File: src/rtl/mem_arb_pkg.sv
// Shared types and lane helpers for the memory port arbiter and its lane aligner.
package mem_arb_pkg;

  localparam int WAIT_W = 4;

  typedef enum logic [1:0] {
    BYTE = 2'd0,
    HALF = 2'd1,
    WORD = 2'd2
  } mem_size_e;

  typedef enum logic [1:0] {
    NONE   = 2'd0,
    FETCH  = 2'd1,
    LS     = 2'd2,
    LS_MIS = 2'd3
  } owner_e;

  function automatic logic [3:0] byte_enables(input logic [1:0] size, input logic [1:0] addr_lo);
    logic [3:0] be;
    case (size)
      BYTE:    be = 4'b0001 << addr_lo;
      HALF:    be = 4'b0011 << addr_lo;
      WORD:    be = 4'b1111;
      default: be = 4'b0000;
    endcase
    return be;
  endfunction

  function automatic logic [31:0] load_extract(input logic [31:0] rdata, input logic [1:0] size,
                                               input logic [1:0] addr_lo, input logic is_unsigned);
    logic [31:0] sh;
    logic [31:0] res;
    sh = rdata >> {addr_lo, 3'b000};
    case (size)
      BYTE:    res = {{24{~is_unsigned & sh[7]}}, sh[7:0]};
      HALF:    res = {{16{~is_unsigned & sh[15]}}, sh[15:0]};
      WORD:    res = rdata;
      default: res = 32'h0;
    endcase
    return res;
  endfunction

endpackage

File: src/rtl/mem_lane_align.sv
// Combinational lane logic: store byte enables and replication, load lane select and extension.
module mem_lane_align
  import mem_arb_pkg::*;
(
  input  logic [1:0]  i_size,
  input  logic [1:0]  i_addr_lo,
  input  logic [31:0] i_wdata,
  output logic [3:0]  o_be,
  output logic [31:0] o_wdata,
  input  logic [31:0] i_rdata,
  input  logic [1:0]  i_rsp_size,
  input  logic [1:0]  i_rsp_addr_lo,
  input  logic        i_rsp_unsigned,
  output logic [31:0] o_rdata
);

  always_comb begin
    o_be = byte_enables(i_size, i_addr_lo);
    case (i_size)
      BYTE:    o_wdata = {4{i_wdata[7:0]}};
      HALF:    o_wdata = {2{i_wdata[15:0]}};
      default: o_wdata = i_wdata;
    endcase
    o_rdata = load_extract(i_rdata, i_rsp_size, i_rsp_addr_lo, i_rsp_unsigned);
  end

endmodule

File: src/rtl/mem_port_arbiter.sv
// Fetch vs load/store arbiter for a single-ported word RAM; combinational grant, response one cycle later.
// Load/store wins ties until a fetch has waited MAX_WAIT cycles; misaligned accesses complete without touching memory.
module mem_port_arbiter
  import mem_arb_pkg::*;
#(
  parameter int ADDR_W   = 32,
  parameter int MAX_WAIT = 3
) (
  input  logic              clk,
  input  logic              reset,
  input  logic              if_req,
  input  logic [ADDR_W-1:0] if_addr,
  output logic              if_gnt,
  output logic              if_rvalid,
  output logic [31:0]       if_rdata,
  input  logic              ls_req,
  input  logic              ls_we,
  input  logic [1:0]        ls_size,
  input  logic              ls_unsigned,
  input  logic [ADDR_W-1:0] ls_addr,
  input  logic [31:0]       ls_wdata,
  output logic              ls_gnt,
  output logic              ls_rvalid,
  output logic [31:0]       ls_rdata,
  output logic              ls_misaligned,
  output logic              mem_en,
  output logic [3:0]        mem_be,
  output logic [ADDR_W-1:0] mem_addr,
  output logic [31:0]       mem_wdata,
  input  logic [31:0]       mem_rdata
);

  logic [WAIT_W-1:0] r_wait_cnt;
  owner_e            r_owner;
  logic [1:0]        r_size;
  logic [1:0]        r_addr_lo;
  logic              r_unsigned;
  logic              r_we;

  logic              w_starved;
  logic              w_if_win;
  logic              w_ls_win;
  logic              w_ls_mis;
  logic [3:0]        w_be;
  logic [31:0]       w_wdata_rep;
  logic [31:0]       w_ld_data;
  logic              w_unused;

  assign w_unused  = ^if_addr[1:0];
  assign w_starved = (r_wait_cnt == WAIT_W'(MAX_WAIT));
  assign w_if_win  = !reset && if_req && (!ls_req || w_starved);
  assign w_ls_win  = !reset && ls_req && !w_if_win;
  assign w_ls_mis  = (ls_size == 2'd3) ||
                     (ls_size == HALF && ls_addr[0]) ||
                     (ls_size == WORD && ls_addr[1:0] != 2'b00);

  assign if_gnt = w_if_win;
  assign ls_gnt = w_ls_win;

  mem_lane_align u_lane (
    .i_size         (ls_size),
    .i_addr_lo      (ls_addr[1:0]),
    .i_wdata        (ls_wdata),
    .o_be           (w_be),
    .o_wdata        (w_wdata_rep),
    .i_rdata        (mem_rdata),
    .i_rsp_size     (r_size),
    .i_rsp_addr_lo  (r_addr_lo),
    .i_rsp_unsigned (r_unsigned),
    .o_rdata        (w_ld_data)
  );

  always_comb begin
    mem_en    = 1'b0;
    mem_be    = 4'b0000;
    mem_addr  = '0;
    mem_wdata = 32'h0;
    if (w_if_win) begin
      mem_en   = 1'b1;
      mem_addr = {if_addr[ADDR_W-1:2], 2'b00};
    end else if (w_ls_win && !w_ls_mis) begin
      mem_en   = 1'b1;
      mem_addr = {ls_addr[ADDR_W-1:2], 2'b00};
      if (ls_we) begin
        mem_be    = w_be;
        mem_wdata = w_wdata_rep;
      end
    end
  end

  // Wait count only ever reaches MAX_WAIT, where the fetch is forced through.
  always_ff @(posedge clk or posedge reset) begin
    if (reset) begin
      r_wait_cnt <= '0;
    end else if (if_req && !w_if_win) begin
      if (!w_starved) r_wait_cnt <= r_wait_cnt + 1'b1;
    end else begin
      r_wait_cnt <= '0;
    end
  end

  always_ff @(posedge clk or posedge reset) begin
    if (reset) begin
      r_owner    <= NONE;
      r_size     <= 2'b00;
      r_addr_lo  <= 2'b00;
      r_unsigned <= 1'b0;
      r_we       <= 1'b0;
    end else begin
      if (w_if_win) begin
        r_owner <= FETCH;
      end else if (w_ls_win) begin
        r_owner <= w_ls_mis ? LS_MIS : LS;
      end else begin
        r_owner <= NONE;
      end
      if (w_ls_win) begin
        r_size     <= ls_size;
        r_addr_lo  <= ls_addr[1:0];
        r_unsigned <= ls_unsigned;
        r_we       <= ls_we;
      end
    end
  end

  assign if_rvalid     = (r_owner == FETCH);
  assign if_rdata      = if_rvalid ? mem_rdata : 32'h0;
  assign ls_rvalid     = (r_owner == LS) || (r_owner == LS_MIS);
  assign ls_misaligned = (r_owner == LS_MIS);
  assign ls_rdata      = (r_owner == LS && !r_we) ? w_ld_data : 32'h0;

endmodule

File: config.mk
export PLATFORM = sky130hd
export DESIGN_NAME = mem_port_arbiter
export DESIGN_NICKNAME = d
export VERILOG_FILES = /design/src/rtl/mem_arb_pkg.sv /design/src/rtl/mem_lane_align.sv /design/src/rtl/mem_port_arbiter.sv
export SDC_FILE = /design/constraint.sdc
export NUM_CORES = 1
export LEC_CHECK = 0
export ABC_AREA = 1
export CAP_MARGIN = 20
export CORE_MARGIN = 4
export CORE_UTILIZATION = 25
export DETAILED_ROUTE_END_ITERATION = 16
export PLACE_DENSITY = 0.68
export SLEW_MARGIN = 20
export SYNTH_ARGS = -nofsm -noshare
export SYNTH_HDL_FRONTEND = slang
export SYNTH_SLANG_ARGS = --single-unit
export TNS_END_PERCENT = 100
File: constraint.sdc
create_clock -name clk -period 2.4 [get_ports clk]
set_input_delay 0.48 -clock clk [delete_from_list [all_inputs] [get_ports clk]]
set_output_delay 0.48 -clock clk [all_outputs]
set_load 0.01 [all_outputs]
==> impl_metrics.toml <==
[cells_and_area]
final_cells = 1063
area_delta_synth_final_pct = 122.1
multi_input_area_um2 = 2206
fillers = 1141
nets = 1059
antenna_cells = 0
ff_latch_area_um2 = 302.8
drive_above_1_share_pct = 29.57

[worst_setup_path]
worst_r2r_endpoint = "r_we"
r2r_start = "r_wait_cnt[1]"
setup.worst_path.end_class = "output port"
worstSetupPathType = "flop to output port"
cp.required_ns = 1.92
cp-startpoint = "r_wait_cnt[1]"
path_max_fanout = 7
cp-start-kind = "flop"
ff2ff_setup_slack_ns = 0.98
critPathArrivalTime_ns = 1.88
critPathCapture = "mem_wdata[25]"
worst-r2r-cell-count = 10

[power_and_ir_drop]
leakage_nw = 3.495
power_density_nw_per_um2 = 285.2
max-vdd-ir-drop_uv = 219.3
power_mw = 1.863

[global_route]
grt_pass1_vias = 4428
grt_pass1_wl_um = 22350
grt_max_degree = 33
overflow = 0
grt_util_all_layers_pct = 20.47
antenna_found_initial = 0

[routing]
routedWlPerCell_um = 13.96
drt_first_pass_iters = 4
via_count = 4594
postRouteWirelength_um = 14840
drc = 0
antenna_left = 0
first_iter_violations = 156
avgViaCountPerCell = 4.322

[synth]
avgSynthCellArea_um2 = 5.125
synth_area_um2 = 2942
synth_area_leaders = "nand2_1 (27%), inv_1 (10%), dfrtp_1 (10%)"
synth_ff_type = "dfrtp_1"
synth_top_cell_by_area = "nand2_1"
synth_top_area_share_pct = 26.67
synth_edf_count = 0
ys_seq_area_share_pct = 10.21
yosysMostFrequentCell = "nand2_1"
synth_async_sr_flop_share_pct = 100.0
yosys_warnings = 0
ys_ff_latch = 12
ys_top_cells_by_count = "nand2_1 (209), inv_1 (82), nor2_1 (70), a21oi_1 (35), o21ai_0 (34)"
synthCells = 574
synthDistinctLibCells = 27

[clock_network]
htreeDepth = 1
clk_pin_slew_ns = 0.04
clk_latency_ns = 0.24
cts_tree = "done"
numCtsBuffers = 3
clk_path_buf_depth = 2
root_buffer = "clkbuf_16"
clock-sinks = 12

[hold_path]
hold_path_class = "input port to asynchronous set/reset pin"

[placement]
portBuffers = 269
globalplace.congestion = 0.8469
dp_cells = 1037
post-dp-hpwl_um = 11950

[timing]
fin_crit_ns = 2.357
drv_slew = 0
hold_viol = 0
period_share_pct = 98.21
setup_viol = 0
hold_ws_ns = 0.4366
worst_clock_skew_ns = 0.001353
rsz0062_at_grt = "true"
fmax_mhz = 424.3

[floorplan]
io_pins = 274
die_y_um = 116.5
die_area_um2 = 13570
start_util_pct = 25.65
rows = 39
die_x_um = 116.5
core-area_um2 = 11470

[run_status]
status = "finished, final reports clean"

[flow_run]
max-cap-violations = 0
## layer usage
layer / vias up / GRT usage [%] / share of wire, % / routed length (um)
met5: - / 0 / 0 / 0
met1: 1986 / 23.66 / 39 / 5733
met4: 0 / 2.552 / 0.58 / 86
li1: 2437 / - / - / -
met3: 6 / 4.819 / 8.6 / 1281
met2: 165 / 39.05 / 52 / 7738
## worst min-delay path by stage
stage           from           end  slack [ns]  cells past startpoint
3_5_place_dp    r_we          r_we        0.53                      2
5_1_grt        reset    r_owner[0]        0.50                      2
6_report       reset    r_owner[1]        0.44                      2
4_1_cts        reset    r_owner[0]        0.44                      2
2_1_floorplan  reset  r_addr_lo[0]        0.34                      1
3_3_place_gp    r_we          r_we        0.53                      2
## final cells by class
| cell class | count | share of cell area [%] |
|---|---|---|
| multi-input combinational | 444 | 33.77 |
| tap | 143 | 2.739 |
| timing repair buffer | 376 | 52.75 |
| sequential | 12 | 4.635 |
| inverter | 85 | 4.961 |
| clock buffer | 3 | 1.149 |
## flip-flops by register name, summed over array words and instances (netlist names)
name        count
r_addr_lo       2
r_owner         2
r_size          2
r_unsigned      1
r_wait_cnt      4
r_we            1
## per-stage QoR
| stage | instance area, um^2 | utilization [%] | setup TNS (ns) | worst slack [ns] |
|---|---|---|---|---|
| 2_1_floorplan | 2945 | - | 0 | 0.4783 |
| 3_5_place_dp | 6319 | 55.10 | -36.43 | -0.5261 |
| 6_report | 6533 | 56.97 | 0 | 0.04306 |
| 5_1_grt | 6533 | 56.97 | -0.5193 | -0.06237 |
| 3_3_place_gp | 6319 | 55.10 | -35.15 | -0.5165 |
| 4_1_cts | 6546 | 57.09 | -0.2722 | -0.05138 |
## placed cells by master (no fill, tap or decap), types with 3 or more instances in the layout
cell | Yosys | final
nand2_1 | 209 | 199
clkdlybuf4s50_1 | 0 | 157
buf_4 | 8 | 83
inv_1 | 82 | 80
nor2_1 | 70 | 65
buf_2 | 9 | 44
a21oi_1 | 35 | 35
dlygate4sd2_1 | 0 | 35
o21ai_0 | 34 | 32
nor2_2 | 31 | 27
nand2_2 | 14 | 23
buf_6 | 8 | 19
clkbuf_2 | 0 | 15
nor2_4 | 2 | 11
buf_12 | 0 | 11
nand3_1 | 10 | 10
a21oi_2 | 10 | 10
dfrtp_1 | 12 | 10
o211ai_1 | 7 | 7
o221ai_1 | 7 | 7
inv_2 | 1 | 3
nand3_2 | 3 | 3
clkbuf_16 | 0 | 3
clkdlybuf4s15_1 | 0 | 3
## report_power, final
| group | total [mW] | switching, mW | internal (mW) |
|---|---|---|---|
| Sequential | 0.255 | 0.0275 | 0.227 |
| Combinational | 1.31 | 0.633 | 0.675 |
| Clock | 0.300 | 0.0829 | 0.217 |
| Total | 1.86 | 0.744 | 1.12 |
## logic make-up (layout without fill, tap and decap cells)
kind of cell	after synthesis	in the layout	share of synthesized area [%]
simple gates	345	345	50.96
buf+inv	119	464	18.80
compound gates	93	93	18.59
flops	12	12	10.21
xor+xnor	3	3	0.8934
fa+ha+maj	1	1	0.4253
other cells	1	2	0.1275
## worst max-delay path, cell delays in order (launching register included)
cell and delay [ns]:
dfrtp_1 0.37, ha_2 0.19, nand2_2 0.07, nand2_2 0.06, nand2_2 0.09, nand2_4 0.06, nor2_4 0.18, nand2_8 0.11
buf_12 0.15, buf_16 0.14, nor2_4 0.09, buf_6 0.11
## repair_timing
action                                  CTS  global route
hold buffers                              0             0
pin swaps                                 8             8
resized for setup                       305            79
gates cloned                              4             0
endpoints found under the setup margin  101            75
setup buffers                            20             4
Power figures use the tool's default switching activity.
